`src/rtl/ps2_key_event_rx.sv`:
```
// PS/2 keyboard receiver: line filtering, 11-bit frame checking, E0/F0 prefix folding,
// show-ahead event FIFO and digit/control decode of the head event.
module ps2_key_event_rx #(
    parameter int CLK_DIV     = 4,
    parameter int FILTER_LEN  = 8,
    parameter int FIFO_DEPTH  = 8,
    parameter int TIMEOUT_CYC = 100000
) (
    input  logic                        clk,
    input  logic                        rst,
    input  logic                        ps2_clk,
    input  logic                        ps2_data,
    output logic                        key_valid,
    input  logic                        key_ready,
    output logic [7:0]                  key_code,
    output logic                        key_ext,
    output logic                        key_break,
    output logic [3:0]                  key_digit,
    output logic [$clog2(FIFO_DEPTH):0] fifo_count,
    output logic                        frame_err,
    output logic                        overflow
);

    localparam int DIV_W = (CLK_DIV > 1) ? $clog2(CLK_DIV) : 1;
    localparam int AW    = $clog2(FIFO_DEPTH);
    localparam int TO_W  = $clog2(TIMEOUT_CYC + 1);

    typedef enum logic [1:0] {S_IDLE, S_DATA, S_PARITY, S_STOP} frame_state_t;

    logic [1:0]            clk_s, dat_s;
    logic [DIV_W-1:0]      div_cnt;
    logic                  tick;
    logic [FILTER_LEN-1:0] clk_sr, dat_sr;
    logic                  clk_f, dat_f, clk_f_d, fall;
    frame_state_t          state, state_nx;
    logic [7:0]            sh;
    logic [2:0]            bit_cnt;
    logic                  par_bit;
    logic [TO_W-1:0]       to_cnt;
    logic                  to_hit;
    logic                  byte_done_c, err_c;
    logic                  byte_done_q, frame_err_q;
    logic [7:0]            byte_q;
    logic                  ext_f, brk_f;
    logic                  push, pop, wr, full;
    logic [9:0]            mem [FIFO_DEPTH];
    logic [AW-1:0]         wr_ptr, rd_ptr;
    logic                  ovf_q;
    logic [9:0]            head;

    // Two-flop synchronisers; idle-high lines so reset value is 1.
    always_ff @(posedge clk) begin
        if (rst) begin
            clk_s <= 2'b11;
            dat_s <= 2'b11;
        end else begin
            clk_s <= {clk_s[0], ps2_clk};
            dat_s <= {dat_s[0], ps2_data};
        end
    end

    assign tick = (div_cnt == DIV_W'(CLK_DIV - 1));

    always_ff @(posedge clk) begin
        if (rst)       div_cnt <= '0;
        else if (tick) div_cnt <= '0;
        else           div_cnt <= div_cnt + DIV_W'(1);
    end

    // Glitch filter: level only changes once the whole window agrees.
    always_ff @(posedge clk) begin
        if (rst) begin
            clk_sr  <= '1;
            dat_sr  <= '1;
            clk_f   <= 1'b1;
            dat_f   <= 1'b1;
            clk_f_d <= 1'b1;
            fall    <= 1'b0;
        end else begin
            if (tick) begin
                clk_sr <= {clk_sr[FILTER_LEN-2:0], clk_s[1]};
                dat_sr <= {dat_sr[FILTER_LEN-2:0], dat_s[1]};
            end
            if (&clk_sr)       clk_f <= 1'b1;
            else if (~|clk_sr) clk_f <= 1'b0;
            if (&dat_sr)       dat_f <= 1'b1;
            else if (~|dat_sr) dat_f <= 1'b0;
            clk_f_d <= clk_f;
            fall    <= clk_f_d & ~clk_f;
        end
    end

    assign to_hit = (state != S_IDLE) && !fall && (to_cnt == TO_W'(TIMEOUT_CYC - 1));

    always_ff @(posedge clk) begin
        if (rst) state <= S_IDLE;
        else     state <= state_nx;
    end

    always_comb begin
        state_nx = state;
        if (to_hit) begin
            state_nx = S_IDLE;
        end else if (fall) begin
            case (state)
                S_IDLE:   if (!dat_f) state_nx = S_DATA;
                S_DATA:   if (bit_cnt == 3'd7) state_nx = S_PARITY;
                S_PARITY: state_nx = S_STOP;
                default:  state_nx = S_IDLE;
            endcase
        end
    end

    always_comb begin
        byte_done_c = 1'b0;
        err_c       = to_hit;
        if (fall) begin
            if (state == S_IDLE && dat_f) err_c = 1'b1;
            if (state == S_STOP) begin
                if (dat_f && (^{sh, par_bit})) byte_done_c = 1'b1;
                else                           err_c       = 1'b1;
            end
        end
    end

    always_ff @(posedge clk) begin
        if (rst) begin
            sh      <= '0;
            bit_cnt <= '0;
            par_bit <= 1'b0;
        end else if (fall) begin
            case (state)
                S_IDLE:   bit_cnt <= '0;
                S_DATA: begin
                    sh      <= {dat_f, sh[7:1]};
                    bit_cnt <= bit_cnt + 3'd1;
                end
                S_PARITY: par_bit <= dat_f;
                default:  ;
            endcase
        end
    end

    always_ff @(posedge clk) begin
        if (rst)                          to_cnt <= '0;
        else if (state == S_IDLE || fall) to_cnt <= '0;
        else if (!to_hit)                 to_cnt <= to_cnt + TO_W'(1);
        else                              to_cnt <= '0;
    end

    always_ff @(posedge clk) begin
        if (rst) begin
            byte_done_q <= 1'b0;
            frame_err_q <= 1'b0;
            byte_q      <= '0;
        end else begin
            byte_done_q <= byte_done_c;
            frame_err_q <= err_c;
            if (byte_done_c) byte_q <= sh;
        end
    end

    // Prefix bytes only set flags; the next ordinary byte carries them as one event.
    always_ff @(posedge clk) begin
        if (rst || frame_err_q) begin
            ext_f <= 1'b0;
            brk_f <= 1'b0;
        end else if (byte_done_q) begin
            if (byte_q == 8'hE0)      ext_f <= 1'b1;
            else if (byte_q == 8'hF0) brk_f <= 1'b1;
            else begin
                ext_f <= 1'b0;
                brk_f <= 1'b0;
            end
        end
    end

    // Handshake: the head event is transferred on any cycle where key_valid and
    // key_ready are both high; key_ready has no effect while key_valid is low.
    assign push = byte_done_q && (byte_q != 8'hE0) && (byte_q != 8'hF0);
    assign full = (fifo_count == (AW + 1)'(FIFO_DEPTH));
    assign pop  = key_valid && key_ready;
    assign wr   = push && (!full || pop);

    always_ff @(posedge clk) begin
        if (wr) mem[wr_ptr] <= {ext_f, brk_f, byte_q};
    end

    always_ff @(posedge clk) begin
        if (rst) begin
            wr_ptr     <= '0;
            rd_ptr     <= '0;
            fifo_count <= '0;
            ovf_q      <= 1'b0;
        end else begin
            if (wr)  wr_ptr <= wr_ptr + AW'(1);
            if (pop) rd_ptr <= rd_ptr + AW'(1);
            case ({wr, pop})
                2'b10:   fifo_count <= fifo_count + 1'b1;
                2'b01:   fifo_count <= fifo_count - 1'b1;
                default: ;
            endcase
            ovf_q <= push && full && !pop;
        end
    end

    function automatic logic [3:0] decode(input logic [7:0] code, input logic ext);
        logic [3:0] d;
        d = 4'hF;
        if (ext) begin
            if (code == 8'h5A) d = 4'hB;
        end else begin
            case (code)
                8'h45: d = 4'h0;
                8'h16: d = 4'h1;
                8'h1E: d = 4'h2;
                8'h26: d = 4'h3;
                8'h25: d = 4'h4;
                8'h2E: d = 4'h5;
                8'h36: d = 4'h6;
                8'h3D: d = 4'h7;
                8'h3E: d = 4'h8;
                8'h46: d = 4'h9;
                8'h5A: d = 4'hB;
                8'h0D: d = 4'hC;
                8'h66: d = 4'hD;
                default: d = 4'hF;
            endcase
        end
        return d;
    endfunction

    assign head      = mem[rd_ptr];
    assign key_valid = (fifo_count != '0);
    assign key_code  = key_valid ? head[7:0] : 8'h00;
    assign key_ext   = key_valid & head[9];
    assign key_break = key_valid & head[8];
    assign key_digit = key_valid ? decode(head[7:0], head[9]) : 4'hF;
    assign frame_err = frame_err_q & ~rst;
    assign overflow  = ovf_q & ~rst;

endmodule

```
`config.mk`:
```
export PLATFORM = sky130hd
export DESIGN_NAME = ps2_key_event_rx
export DESIGN_NICKNAME = d
export VERILOG_FILES = /design/src/rtl/ps2_key_event_rx.sv
export SDC_FILE = /design/constraint.sdc
export NUM_CORES = 1
export LEC_CHECK = 0
export ABC_AREA = 1
export CAP_MARGIN = 20
export CORE_MARGIN = 3
export CORE_UTILIZATION = 35
export DETAILED_ROUTE_END_ITERATION = 10
export PLACE_DENSITY = 0.52
export SETUP_SLACK_MARGIN = 0.15
export SYNTH_ARGS = -nofsm -noshare
export SYNTH_HDL_FRONTEND = slang
export SYNTH_SLANG_ARGS = --single-unit
```
`constraint.sdc`:
```
create_clock -name clk -period 5.4 [get_ports clk]
set_input_delay 1.62 -clock clk [delete_from_list [all_inputs] [get_ports clk]]
set_output_delay 1.62 -clock clk [all_outputs]
set_load 0.02 [all_outputs]
```
* After elaboration in Yosys (flattened, before gate mapping) *
Memory sizes are Yosys's and may differ from the RTL's. A register that Yosys moved wholly into a read port is not among the register bits.
Index checks and enable logic that the tools add are counted.

storage, ports and cells
  bits in registers = 80
  memory bits (writable) = 80
  input bits = 5
  output and inout bits = 21
  word-level logic and storage cells = 129
  memories = 1

cells by class
  $add $sub $neg = 7
  equal/unequal tests = 29
  mux-type cells = 24
  bitwise operators = 8
  reductions and logical operators = 37

memory list
  name  depth  bits a word  read ports  clocked after Yosys merged registers in  write ports  RTL line  text
  mem   8      10           1           1                                        1            46        logic [9:0] mem [FIFO_DEPTH];

operators by type and width
  operator                                                          number
  4-bit case mux with 13 select lines                               1
  8-bit by 6-bit == test with 1-bit output (second input constant)  6
  8-bit by 7-bit == test with 1-bit output (second input constant)  4
  17-bit by 1-bit adder with 17-bit output (second input constant)  1
  17-bit == test (second input constant)                            1
  8-bit by 5-bit == test with 1-bit output (second input constant)  2
  8-bit == test (second input constant)                             2
  8-bit != test (second input constant)                             2
  8-bit AND reduction                                               2
  8-bit OR reduction                                                2
  1-bit two-way mux                                                 12
  1-bit logical AND                                                 10
  2-bit AND reduction                                               5
  3-bit by 1-bit adder with 3-bit output (second input constant)    3
  3-bit two-way mux                                                 3
  9-bit parity                                                      1
  2-bit == test (second input constant)                             4
  8-bit by 4-bit == test with 1-bit output (second input constant)  1
  4-bit two-way mux                                                 2
  8-bit two-way mux                                                 1
  4-bit case mux with 2 select lines                                1
  2-bit OR reduction                                                4
  2-bit != test (second input constant)                             3
  2-bit case mux with 3 select lines                                1
  other kinds (17)                                                  31

* Logic depth before layout (Yosys ltp) *
Gate-level depths: netlist of run 1.

  word-level depth = 7
  depth in mapped cells = 19
  gate-level depth less buffers = 17

* Least setup slack after synthesis of run 1 *
No wires, ideal clock.

  path type = input port to output port
  from = input rst
  to = output frame_err
  arrival = 2.271 ns
  required time = 3.780 ns
  path slack = 1.509 ns
  cell stages on the path = 3
  buffers on the path = 2
  path through = clkbuf_1 clkbuf_1 nor2_1

on the way
  longest elaborated chain between the ends = 2

ends and longest elaborated chain
  element            RTL line  text
  start, declared    10        input logic rst,
  1-bit inverter     239       assign frame_err = frame_err_q & ~rst;
  1-bit bitwise AND  239
  end, declared      20        output logic frame_err,

Every way passes these cells.

==> results of run 1 <==
==> layout make-up <==
| class | count | area [um^2] | area share [%] |
|---|---|---|---|
| clock inverter | 10 | 133.9 | 1.600 |
| tap | 270 | 337.8 | 4.038 |
| sequential | 163 | 4064 | 48.58 |
| multi-input combinational | 532 | 2551 | 30.50 |
| timing repair buffer | 38 | 347.8 | 4.158 |
| clock buffer | 22 | 444.2 | 5.310 |
| inverter | 129 | 486.7 | 5.818 |
==> worst max-delay path: stages (launching register included) <==
cell,delay (ns)
sky130_fd_sc_hd__dfxtp_1,0.37
sky130_fd_sc_hd__buf_4,0.44
sky130_fd_sc_hd__nand2_1,0.10
sky130_fd_sc_hd__nand3_1,0.15
sky130_fd_sc_hd__nand3_1,0.10
sky130_fd_sc_hd__nand2_1,0.11
sky130_fd_sc_hd__nand2_1,0.11
sky130_fd_sc_hd__nor2_2,0.21
sky130_fd_sc_hd__nand2_1,0.10
sky130_fd_sc_hd__nand2_1,0.10
sky130_fd_sc_hd__inv_1,0.04
sky130_fd_sc_hd__nand2_1,0.05
sky130_fd_sc_hd__nor2_1,0.03
sky130_fd_sc_hd__nand2_1,0.09
sky130_fd_sc_hd__nand2_1,0.05
sky130_fd_sc_hd__nand2_1,0.05
sky130_fd_sc_hd__clkdlybuf4s50_1,0.59
==> how the worst max path moves through the flow <==
| stage | end | start | cells after the start | slack [ns] |
|---|---|---|---|---|
| CTS | key_digit[2] | flop | 17 | 0.59 |
| finish | key_digit[2] | flop | 16 | 0.64 |
| global route | key_digit[2] | flop | 17 | 0.28 |
| detailed placement | frame_err | rst | 3 | 0.97 |
| global placement | frame_err | rst | 3 | 0.97 |
| floorplan | frame_err | rst | 3 | 1.51 |
==> where the power goes <==
part           switching (mW)  internal (mW)  total [mW]
Clock                   0.467          0.723        1.19
Sequential             0.0351           1.32        1.36
Combinational           0.538          0.287       0.825
Total                    1.04           2.33        3.37
==> sequential cells by signal (all words and copies together) (netlist names), 2 cells and up, named ones only <==
register and cells:
mem 80, to_cnt 17, byte_q 8, clk_sr 8, dat_sr 8, sh 8
fifo_count 4, bit_cnt 3, rd_ptr 3, wr_ptr 3, clk_s 2, dat_s 2
div_cnt 2, state 2
==> per-layer routing <==
layer	share of wire [%]	routed length, um	global-route usage [%]
met5	0	0	0
met4	1.0	150	4.117
met2	45	6709	22.41
met1	50	7567	19.87
met3	3.7	560	3.432
==> through the flow <==
step                std cells  setup WS (ns)  hold WS, ns  utilization, %
floorplan                 853          1.509       0.3895               -
global placement         1132         0.9703       0.3920           38.36
detailed placement       1132         0.9658       0.3929           38.36
CTS                      1164         0.5912       0.4073           41.21
global route             1164         0.2807       0.4233           41.21
finish                   1164         0.6423       0.4067           41.21
==> kinds of logic (layout without fill, tap and decap cells) <==
group | count (synthesis) | after routing
AND/OR/NAND/NOR | 398 | 398
flip-flops | 163 | 163
buffers and inverters | 158 | 199
AO/OA/AOI/OAI | 109 | 109
adder cells (fa/ha/maj) | 13 | 13
XOR/XNOR | 12 | 12
==> placed cells by master (no fill, tap or decap), types with 4 or more instances in the layout <==
cell type / Yosys / final
sky130_fd_sc_hd__nand2_1: 187 / 187
sky130_fd_sc_hd__a21oi_1: 45 / 45
sky130_fd_sc_hd__clkdlybuf4s50_1: 0 / 25
sky130_fd_sc_hd__xnor2_1: 4 / 4
sky130_fd_sc_hd__xor2_1: 8 / 8
sky130_fd_sc_hd__ha_1: 12 / 12
sky130_fd_sc_hd__nand3_2: 4 / 4
sky130_fd_sc_hd__nor3_1: 13 / 13
sky130_fd_sc_hd__clkinvlp_4: 0 / 4
sky130_fd_sc_hd__dfxtp_1: 83 / 83
sky130_fd_sc_hd__inv_1: 125 / 125
sky130_fd_sc_hd__edfxtp_1: 80 / 80
sky130_fd_sc_hd__clkbuf_16: 0 / 17
sky130_fd_sc_hd__o21ai_0: 54 / 54
sky130_fd_sc_hd__nor2_2: 5 / 5
sky130_fd_sc_hd__nand3_1: 57 / 57
sky130_fd_sc_hd__clkbuf_1: 15 / 5
sky130_fd_sc_hd__nor2_1: 101 / 101
sky130_fd_sc_hd__nand4_1: 13 / 13
sky130_fd_sc_hd__or2_2: 8 / 8
sky130_fd_sc_hd__buf_4: 3 / 13
==> results by group, run 1 <==
Min path
  – HP Class: reg -> reg
  – Worst hold path stage count: 1
  – Worst-case hold path end point: dat_s[1]
  – Hold path startpoint: dat_s[0]

Status
  – Outcome: finished, final reports clean

Logic synthesis
  – Proportion of netlist area held by the largest area contributor: 33.04%
  – Netlist Area Pre-Place: 7271 um^2
  – Simple-gate share of the synthesized area: roughly a quarter
  – Primary FF master, synth: sky130_fd_sc_hd__dfxtp_1
  – Most numerous cell in the Yosys netlist: sky130_fd_sc_hd__nand2_1
  – Fraction of synthesized cell area in xor and xnor cells: 1.446%
  – Compound-cell area share of the yosys netlist: 7.796%
  – Multiplexer share of the synthesized area: 0%
  – Dominant cells by area after synthesis: sky130_fd_sc_hd__edfxtp_1 33%, sky130_fd_sc_hd__dfxtp_1 23%, sky130_fd_sc_hd__nand2_1 9.7%
  – Synthesis Warnings: 0
  – Cell type with the largest total area after synthesis: sky130_fd_sc_hd__edfxtp_1
  – Number of synthesized register bits: 163
  – Post-Synthesis Cells: roughly 850
  – Number of enable-type register cells in the synthesized netlist: 80
  – Ranking of synthesized cells by instance count: 187 x sky130_fd_sc_hd__nand2_1, 125 x sky130_fd_sc_hd__inv_1, 101 x sky130_fd_sc_hd__nor2_1
  – Async set or reset register ratio after synthesis: 0%
  – Number of unique standard cell types used by synthesis: 36
  – Synthesized area per cell: between 8 and 9 um^2
  – Synth Area in Adders: approximately 2.3%
  – Combinational family with the most area after synthesis: simple AND/OR/NAND/NOR gates
  – Share of the yosys chip area belonging to registers: 55.89%
  – Synth Net Count: 871

Worst setup path
  – RR Endpoint: mem[6][2]
  – Arrival time of the worst setup path: between 3 and 4 ns
  – Highest fanout seen on the critical path: 41
  – Critical path class: reg -> out
  – Startpoint class of the critical path: flop
  – Beginning of the worst register-to-register path: byte_q[1]
  – FF-to-FF setup slack: 2.82 ns
  – Category of the worst setup path capture point: output port
  – CP required: between 3 and 4 ns
  – Worst Reg2Reg Path Length in Cells: 7

Layout
  – Number of filler instances in the final layout: 2067
  – Antenna diodes: 0
  – Final design instance area without fill: 8366 um^2
  – NumNets Final: ~900
  – Layout cells sized above 1: slightly above 7%
  – Synth-to-layout area growth: 15.06%

Place
  – HPWL after detailed placement: 9.784 mm
  – Post-Place Cell Area: 7787 um^2
  – Final weighted congestion of routability-driven global placement: 0.7952
  – Port bufs: 25

CTS
  – Clock Pin Slew Worst Setup and Hold Paths: 0.06 ns
  – Root Driver: sky130_fd_sc_hd__clkbuf_16
  – Clock sink count: ~160
  – CTS tree: built
  – Post-CTS Hold Fix Bufs: 0
  – Clk buf depth: 2
  – Clock buffer count from CTS: 17
  – Total number of H-tree levels: 4
  – Post-CTS setup buffer count: 0
  – Resize count post-CTS: 0
  – Insertion delay to the later sink of the worst-skew pair: 0.42 ns

Global routing
  – Grt total ovfl: 0
  – Number of global-route vias before repair: 5025
  – Global-route total usage across every layer: 14.32%
  – Maximum number of pins on one net before global-route repair: 42
  – Wire length of the first global-routing pass: 25.34 mm
  – Antenna violations before repair: 0

Floorplanning
  – Initial cell density of the core: a little over a third
  – Area inside the core boundary: 20300 um^2
  – Number of placed I/O pins: 26
  – Die W: 150.1 um
  – Full die area: 22540 um^2
  – Die Height: ~150 um
  – FP Rows: 52

Routing
  – Final routed wirelength across all metal layers: 14.99 mm
  – First-pass DRT Iterations: 7
  – Detailed-route DRC error count: 0
  – Number of DRC markers after the initial detailed-route iteration: 395
  – Mean number of vias per cell: 4.523
  – Antenna Violating Nets Remaining: 0
  – Wire length per cell after detailed routing: about 13 um
  – Routed vias: 5265

STA
  – Worst clock skew: 0.008435 ns
  – Transition time at the pin with the least slew margin: 0.9901 ns
  – Minimum period implied by the final worst setup slack: about 4.8 ns
  – Setup total negative slack: 0 ns
  – Setup repair after global routing missed its margin: false
  – Hold Vio Cnt, Final: 0
  – Relative slew slack: ~34%
  – Final setup viols: 0
  – Slew Viols, Final: 0
  – Portion of the clock cycle consumed by the worst path in the final layout: 88.11%
  – Maximum clock frequency: 210.2 MHz

Pwr
  – Peak ir drop on the vdd network: 0.0002682 V
  – PwrDens: 403.2 nW/um^2
  – Total power consumption of the routed design: 3.373 mW
  – P_leak: roughly 3.6 nW

Run
  – Number of maximum-capacitance constraint violations: 0
No activity file was read; power rests on OpenSTA's default activity.
==> run 2, diff against run 1 <==
--- a/config.mk
+++ b/config.mk
@@ -6,12 +6,12 @@
 export NUM_CORES = 1
 export LEC_CHECK = 0
 export ABC_AREA = 1
-export CAP_MARGIN = 20
 export CORE_MARGIN = 3
 export CORE_UTILIZATION = 35
 export DETAILED_ROUTE_END_ITERATION = 10
 export PLACE_DENSITY = 0.52
 export SETUP_SLACK_MARGIN = 0.15
+export SLEW_MARGIN = 20
 export SYNTH_ARGS = -nofsm -noshare
 export SYNTH_HDL_FRONTEND = slang
 export SYNTH_SLANG_ARGS = --single-unit
==> results of run 2 <==
The final DEF is identical to that of run 1; final timing and power are the same.
